`config.mk`:
```
export PLATFORM = sky130hd
export DESIGN_NAME = fifo_flags
export DESIGN_NICKNAME = d
export VERILOG_FILES = /design/src/rtl/fifo_flags.sv
export SDC_FILE = /design/constraint.sdc
export NUM_CORES = 1
export LEC_CHECK = 0
export CORE_MARGIN = 2
export CORE_UTILIZATION = 60
export DETAILED_ROUTE_END_ITERATION = 10
export DONT_BUFFER_PORTS = 1
export GPL_TIMING_DRIVEN = 0
export PLACE_DENSITY = 0.76
export SYNTH_ARGS = -nofsm -noshare
export SYNTH_HDL_FRONTEND = slang
export SYNTH_SLANG_ARGS = --single-unit
```
`constraint.sdc`:
```
create_clock -name clk -period 3.6 [get_ports clk]
set_clock_uncertainty 0.05 [all_clocks]
set_input_delay 0.36 -clock clk [delete_from_list [all_inputs] [get_ports clk]]
set_output_delay 0.36 -clock clk [all_outputs]
set_load 0.03 [all_outputs]
```
`src/rtl/fifo_flags.sv`:
```
// ============================================================================
// fifo_flags
// ----------------------------------------------------------------------------
// Single-clock synchronous FIFO with first-word-fall-through reads. It provides
// a registered occupancy count, programmable almost-full and almost-empty
// watermarks, a synchronous flush, and defined read-while-full behaviour.
//
// Optional feature macro: FIFO_ERR_FLAGS_EN
//   defined   : sticky overflow / underflow flags, cleared by err_clr or reset.
//   undefined : overflow / underflow are tied low and err_clr is ignored.
//
// Parameters
//   DATA_WIDTH : width of each stored word in bits
//   ADDR_WIDTH : log2 of depth (depth = 2**ADDR_WIDTH, ADDR_WIDTH >= 1)
//   AF_LEVEL   : almost_full  when count >= AF_LEVEL (1..depth)
//   AE_LEVEL   : almost_empty when count <= AE_LEVEL (0..depth-1)
//
// Ports
//   clk          in   system clock, rising edge
//   reset_n      in   synchronous active-low reset
//   flush        in   synchronous clear of pointers/count (array untouched)
//   wr           in   write request
//   w_data       in   write data [DATA_WIDTH]
//   rd           in   read (pop) request
//   r_data       out  head-of-FIFO word, valid while empty = 0
//   empty        out  FIFO holds 0 words
//   full         out  FIFO holds depth words
//   almost_empty out  count <= AE_LEVEL
//   almost_full  out  count >= AF_LEVEL
//   count        out  occupancy 0..depth [ADDR_WIDTH+1]
//   overflow     out  sticky dropped-write flag (optional feature)
//   underflow    out  sticky read-while-empty flag (optional feature)
//   err_clr      in   clears overflow / underflow
// ============================================================================
module fifo_flags #(
    parameter int DATA_WIDTH = 8,
    parameter int ADDR_WIDTH = 3,
    parameter int AF_LEVEL   = 2**ADDR_WIDTH - 1,
    parameter int AE_LEVEL   = 1
) (
    input  logic                  clk,
    input  logic                  reset_n,
    input  logic                  flush,
    input  logic                  wr,
    input  logic [DATA_WIDTH-1:0] w_data,
    input  logic                  rd,
    output logic [DATA_WIDTH-1:0] r_data,
    output logic                  empty,
    output logic                  full,
    output logic                  almost_empty,
    output logic                  almost_full,
    output logic [ADDR_WIDTH:0]   count,
    output logic                  overflow,
    output logic                  underflow,
    input  logic                  err_clr
);

    localparam int                DEPTH   = 1 << ADDR_WIDTH;
    localparam logic [ADDR_WIDTH:0] DEPTH_C = DEPTH[ADDR_WIDTH:0];
    localparam logic [ADDR_WIDTH:0] AF_C    = AF_LEVEL[ADDR_WIDTH:0];
    localparam logic [ADDR_WIDTH:0] AE_C    = AE_LEVEL[ADDR_WIDTH:0];

    // ------------------------------------------------------------------------
    // State
    // ------------------------------------------------------------------------
    logic [DATA_WIDTH-1:0] r_mem [DEPTH];
    logic [ADDR_WIDTH-1:0] r_wptr;
    logic [ADDR_WIDTH-1:0] r_rptr;
    logic [ADDR_WIDTH:0]   r_count;

    logic w_empty;
    logic w_full;
    logic w_wr_accept;
    logic w_rd_accept;

    // ------------------------------------------------------------------------
    // Status flags are plain compares on the registered count, so they follow
    // an accepted operation by one cycle.
    // ------------------------------------------------------------------------
    assign w_empty = (r_count == '0);
    assign w_full  = (r_count == DEPTH_C);

    assign empty        = w_empty;
    assign full         = w_full;
    assign almost_empty = (r_count <= AE_C);
    assign almost_full  = (r_count >= AF_C);
    assign count        = r_count;

    // A write into a full FIFO is still accepted when a pop happens in the
    // same cycle: the slot being freed is the one written. A pop from an
    // empty FIFO is always ignored, even alongside a write.
    assign w_wr_accept = wr && (!w_full || rd);
    assign w_rd_accept = rd && !w_empty;

    // ------------------------------------------------------------------------
    // Storage: no reset, written only on an accepted write. Flush and reset
    // leave the contents alone, only the pointers move.
    // ------------------------------------------------------------------------
    always_ff @(posedge clk) begin
        if (w_wr_accept && reset_n && !flush) begin
            r_mem[r_wptr] <= w_data;
        end
    end

    // First-word-fall-through: the head word is read straight from the array.
    assign r_data = r_mem[r_rptr];

    // ------------------------------------------------------------------------
    // Pointers and occupancy counter. Flush behaves like reset here and wins
    // over any wr/rd in the same cycle.
    // ------------------------------------------------------------------------
    always_ff @(posedge clk) begin
        if (!reset_n || flush) begin
            r_wptr  <= '0;
            r_rptr  <= '0;
            r_count <= '0;
        end else begin
            if (w_wr_accept) begin
                r_wptr <= r_wptr + 1'b1;
            end
            if (w_rd_accept) begin
                r_rptr <= r_rptr + 1'b1;
            end
            // Simultaneous accepted write and read leave the count alone,
            // which also covers the read-while-full case.
            case ({w_wr_accept, w_rd_accept})
                2'b10:   r_count <= r_count + 1'b1;
                2'b01:   r_count <= r_count - 1'b1;
                default: r_count <= r_count;
            endcase
        end
    end

    // ------------------------------------------------------------------------
    // Optional sticky error flags
    // ------------------------------------------------------------------------
`ifdef FIFO_ERR_FLAGS_EN
    logic r_overflow;
    logic r_underflow;
    logic w_ovf_event;
    logic w_unf_event;

    assign w_ovf_event = wr && w_full && !rd;
    assign w_unf_event = rd && w_empty;

    // A set event in the same cycle as err_clr keeps the flag set. Flush is
    // deliberately not part of this block so error history survives it.
    always_ff @(posedge clk) begin
        if (!reset_n) begin
            r_overflow  <= 1'b0;
            r_underflow <= 1'b0;
        end else begin
            r_overflow  <= (r_overflow  && !err_clr) || w_ovf_event;
            r_underflow <= (r_underflow && !err_clr) || w_unf_event;
        end
    end

    assign overflow  = r_overflow;
    assign underflow = r_underflow;
`else
    // Error logic is not built; err_clr has no function in this build.
    logic w_unused_err_clr;
    assign w_unused_err_clr = err_clr;

    assign overflow  = 1'b0;
    assign underflow = 1'b0;
`endif

endmodule

```
## Word-level counts from Yosys, hierarchy flattened

Memory sizes are Yosys's and may differ from the RTL's. A register that Yosys moved wholly into a read port is not among the register bits.
Index checks and enable logic that the tools add are counted.

| operators by class | value |
|---|---|
| add/sub/neg operators | 4 |
| $lt $le $gt $ge | 2 |
| eq/ne operators | 3 |
| mux-type cells | 5 |
| reduce and logical (&&, ||, !) cells | 12 |

Operator list:

| operator | count |
|---|---|
| 4-bit one-hot mux with 2 select lines | 1 |
| 3-bit by 1-bit adder with 3-bit output, second input constant | 2 |
| 3-bit 2-to-1 mux | 2 |
| 4-bit by 1-bit adder with 4-bit output, second input constant | 1 |
| 4-bit equality test, second input constant | 1 |
| 4-bit by 3-bit greater-or-equal comparator with 1-bit output, second input constant | 1 |
| 4-bit by 1-bit less-or-equal comparator with 1-bit output, second input constant | 1 |
| 1-bit logical AND | 4 |
| 1-bit zero test | 4 |
| 4-bit zero test | 1 |
| 4-bit by 1-bit subtractor with 4-bit output, second input constant | 1 |
| 2-bit by 1-bit equality test with 1-bit output, second input constant | 1 |
| 2-bit equality test, second input constant | 1 |
| 1-bit logical OR | 2 |
| 1-bit 2-to-1 mux | 2 |
| 2-bit nonzero test | 1 |

| word-level totals | value |
|---|---|
| register bits after elaboration | 10 |
| RAM bits | 64 |
| input bits | 14 |
| output and inout port bits | 18 |
| word-level logic and storage cells | 30 |
| memories kept | 1 |

Memory list:

| memory | words | width | read ports | clocked after Yosys merged registers in | wr ports | RTL line | text |
|---|---|---|---|---|---|---|---|
| r_mem | 8 | 8 | 1 | 1 | 1 | 66 | `logic [DATA_WIDTH-1:0] r_mem [DEPTH];` |

## Depth between registers and ports, before layout

| depth | value |
|---|---|
| word-level depth | 8 |
| gate-level depth with buffers | 8 |
| gate-level depth less buffers | 8 |

## Worst setup path before layout

Ideal clock, no wire load.

| timing | value |
|---|---|
| path kind | reg-to-reg |
| from | register r_count[0] (netlist: count[0]) |
| to | memory r_mem[4][0], enable pin |
| setup time | 395 ps |
| arrival time | 2147 ps |
| required time | 3155 ps |
| slack | 1009 ps |
| stages on the path, launching flop included | 6 |
| buffers on the path | 0 |
| clock period less this slack | 2591 ps |
| cells stage by stage | dfxtp_1 inv_1 ha_1 nand4bb_1 nand2_1 nor4_1 |

| on the way | value |
|---|---|
| cells in the longest elaborated chain, start to end | 8 |

RTL lines:

| element | RTL line | text |
|---|---|---|
| start, declared | 69 | `logic [ADDR_WIDTH:0] r_count;` |
| start signal, assigned | 127 | `2'b10: r_count <= r_count + 1'b1;` |
| start signal, assigned | 128 | `2'b01: r_count <= r_count - 1'b1;` |
| start signal, assigned | 129 | `default: r_count <= r_count;` |
| 4-bit equality test | 81 | `assign w_full = (r_count == DEPTH_C);` |
| 1-bit zero test | 92 | `assign w_wr_accept = wr && (!w_full \|\| rd);` |
| 1-bit logical OR | 92 |  |
| 1-bit logical AND | 92 |  |
| 1-bit logical AND (2 in a row) | 100 | `if (w_wr_accept && reset_n && !flush) begin` |
| 1-bit 2-to-1 mux | 100 |  |
| 1-bit 2-to-1 mux (implied by the code) | 101 | `r_mem[r_wptr] <= w_data;` |
| end, declared | 66 |  |

Every way passes these cells.

## Worst setup path after layout

| timing | value |
|---|---|
| from | register r_count[0] (netlist: count[0]) |
| to | memory r_mem[2][2], enable pin |

Same word-level chain as after synthesis.

==> reports/summary.txt <==
Status -> complete, no violations
Clock tree sinks -> 77
First-pass GRT wire length -> 8720 um
H-tree depth -> 3
Post-synthesis cell count -> 176
Critical path data arrival time -> 2800 ps
Area of the mapped netlist -> 3210 um2
Core Region -> 5140 um2
Via Count -> 1611
Final period utilization -> 80.5%
Avg Inst Size Synth -> 18.2 um2
RSZ-0062 raised after global routing -> false
Flops & latches, synth -> 77
Post CTS Setup Buffer Count -> 0
Clock Latency Late Sink -> 340 ps
Final hold viol count -> 0
Fill cell count -> 347
Die X-Extent -> 77.1 um
Pint -> 1.39 mW
Die area -> 5950 um2
Hold WC Path Type -> in2reg
Port buffer count -> 0
Final Max Slew Viols -> 0
Placed Instances -> 250
Drt initial violations -> 86
CTS Root Cell -> clkbuf_8
Routability Congestion -> 0.839
Worst Path Required -> 3510 ps
Leakage -> 1.19 nW
WL final -> 5530 um
DRC -> 0
Power density over cell area -> 490 nW/um2
Final nets -> 211
Clock buffer depth -> 2
Routed len/inst -> 20.8 um
Die Height -> 77.1 um
Clk pwr share -> 39.1%
Slew @ Worst Pin -> 1240 ps
Synth Area in Simple Gates -> 6.28%
Reported max-cap violation count -> 0
Most common cell after layout, fill and taps aside -> edfxtp_1
CTS buffer count -> 9
Relative slew margins -> 16.5%
HPWL after DPL -> 3720 um
Logic gate share of total power -> 4.9%
Grt ovf -> 0
# rows -> 26
Total global-route track usage -> 20.3%
Predominant post-synthesis flop cell -> edfxtp_1
Clock Pin Slew Worst Setup and Hold Paths -> 80 ps
Distinct cells, synth -> 40
Endpoint class of the critical path -> register
Reg area -> 2180 um2
Finished Layout Cells -> 266
Vias/cell -> 6.06
Number of synthesized flops with an enable pin -> 64
CP Class -> reg2reg
XOR/XNOR share of the synthesized area -> 0.546%
Reg power frac -> 56.0%
Setup TNS -> 0 ps
VDD IR max -> 0.000419 V
Setup violators final -> 0
Number of nets with antenna violations after routing -> 0
TritonCTS clock tree -> yes
Area delta synth->final -> 11.4%
Initial antenna violation count -> 0
Sw power -> 0.365 mW
Sequential area share after synthesis -> 68.0%
Compound-cell area share of the yosys netlist -> 3.04%
Worst-path fanout max -> 8
Worst setup SP type -> register
Post-synthesis mux area share -> 16.7%
Most frequent cells in the layout -> edfxtp_1, mux4_1, dfxtp_1
Initial Utilization -> 62.4%
Crit path time final -> 2900 ps
Vias in the first global route -> 1674
Fraction of layout cells with a size suffix above 1 -> 20.9%
Adder-cell share of the synthesized area -> 2.34%
Ant. Diodes -> 0
Area occupied by multi-input gates -> 970 um2
Post-CTS sizing -> 0
Warnings, synthesis -> 0
Total iterations of the first detailed-routing run -> 4
Largest net degree at the start of global routing -> 14
Main combinational cell family by area after synthesis -> multiplexers
Fmax -> 345 MHz
CTS hold repair buffers -> 0
I/O pin count -> 32
Switching share of power -> 20.9%
Post-synth ARST share -> 0%
-- cell type report --
cell class              instances  area share (%)
plain buffers                   9            2.07
clock buffers                  12            4.66
clock inverters                 4            1.44
inverters                       5           0.525
multi-input cells              86            27.1
flip-flops and latches         77            61.1
well taps                      70            2.45
repair buffers                  3           0.630
-- synthesized netlist by cell type, drive strengths merged, types with 3 or more instances --
library cell,count,area (um2)
edfxtp,64,1920
mux4,16,417
dfxtp,13,260
mux2,8,90.1
buf,7,66.3
a21oi,6,30.0
ha,6,75.1
inv,5,18.8
nand2,5,18.8
nor2,5,18.8
nor3,5,25.0
o21ai,4,20.0
mux2i,3,30.0
nor4,3,18.8
-- cells by family after synthesis --
logic type / count (synthesis)
AOI/OAI and AO/OA: 16
adders and majority gates: 6
DFF: 77
buffers and inverters: 14
xor gates and xnor gates: 2
and+or+nand+nor: 33
muxes: 27
other: 1
-- worst max-delay path, cell delays in order (launching register included) --
cell       delay [ps]
dfxtp_1           630
inv_1              90
ha_1              270
nand4bb_1         220
nand3_1           220
nor3_1           1040
-- sequential cells by signal, summed over array words and instances (netlist names), named ones only --
signal	count
count	4
r_mem	64
r_rptr	3
r_wptr	3
-- path summary, 6_finish.rpt --
check / startpoint / end / slack [ps] / depth (start not counted)
setup / recovery: count[0]$_SDFFE_PP0P_ / r_mem[2][2]$_DFFE_PP_ / 700 / 5
hold / removal: w_data[4] / r_mem[6][4]$_DFFE_PP_ / 60 / 0
setup reg to reg: count[0]$_SDFFE_PP0P_ / r_mem[2][2]$_DFFE_PP_ / 700 / 5
hold reg to reg: r_rptr[2]$_SDFFE_PP0P_ / r_rptr[2]$_SDFFE_PP0P_ / 470 / 2
-- per-layer routing --
layer | wire, um | vias to the layer above | track usage (%)
li1 | - | 745 | -
met1 | 2320 | 808 | 24.9
met2 | 2830 | 45 | 33.6
met3 | 251 | 13 | 5.65
met4 | 132 | 0 | 9.64
met5 | 0 | - | 0
-- power by group through the flow --
stage | Combinational [mW] | Clock [mW] | Sequential, mW
after floorplan | 0.0718 | 0 | 0.999
after global placement | 0.0798 | 0 | 1.00
after detailed placement | 0.0847 | 0 | 1.00
after CTS | 0.0854 | 0.700 | 0.980
after global routing | 0.0924 | 0.730 | 0.981
final | 0.0858 | 0.685 | 0.980
-- metrics by stage --
step	cell area [um2]	setup WS, ps	hold WS (ps)	power [mW]	utilization, %
3_5_place_dp	3340	547	409	1.09	65.0
2_1_floorplan	3210	1010	403	1.07	-
5_1_grt	3570	463	37.7	1.80	69.5
4_1_cts	3560	533	41.5	1.77	69.2
6_report	3570	701	57.2	1.75	69.5
3_3_place_gp	3300	168	409	1.08	64.2
Note: power is estimated with default switching activity, not from simulation.
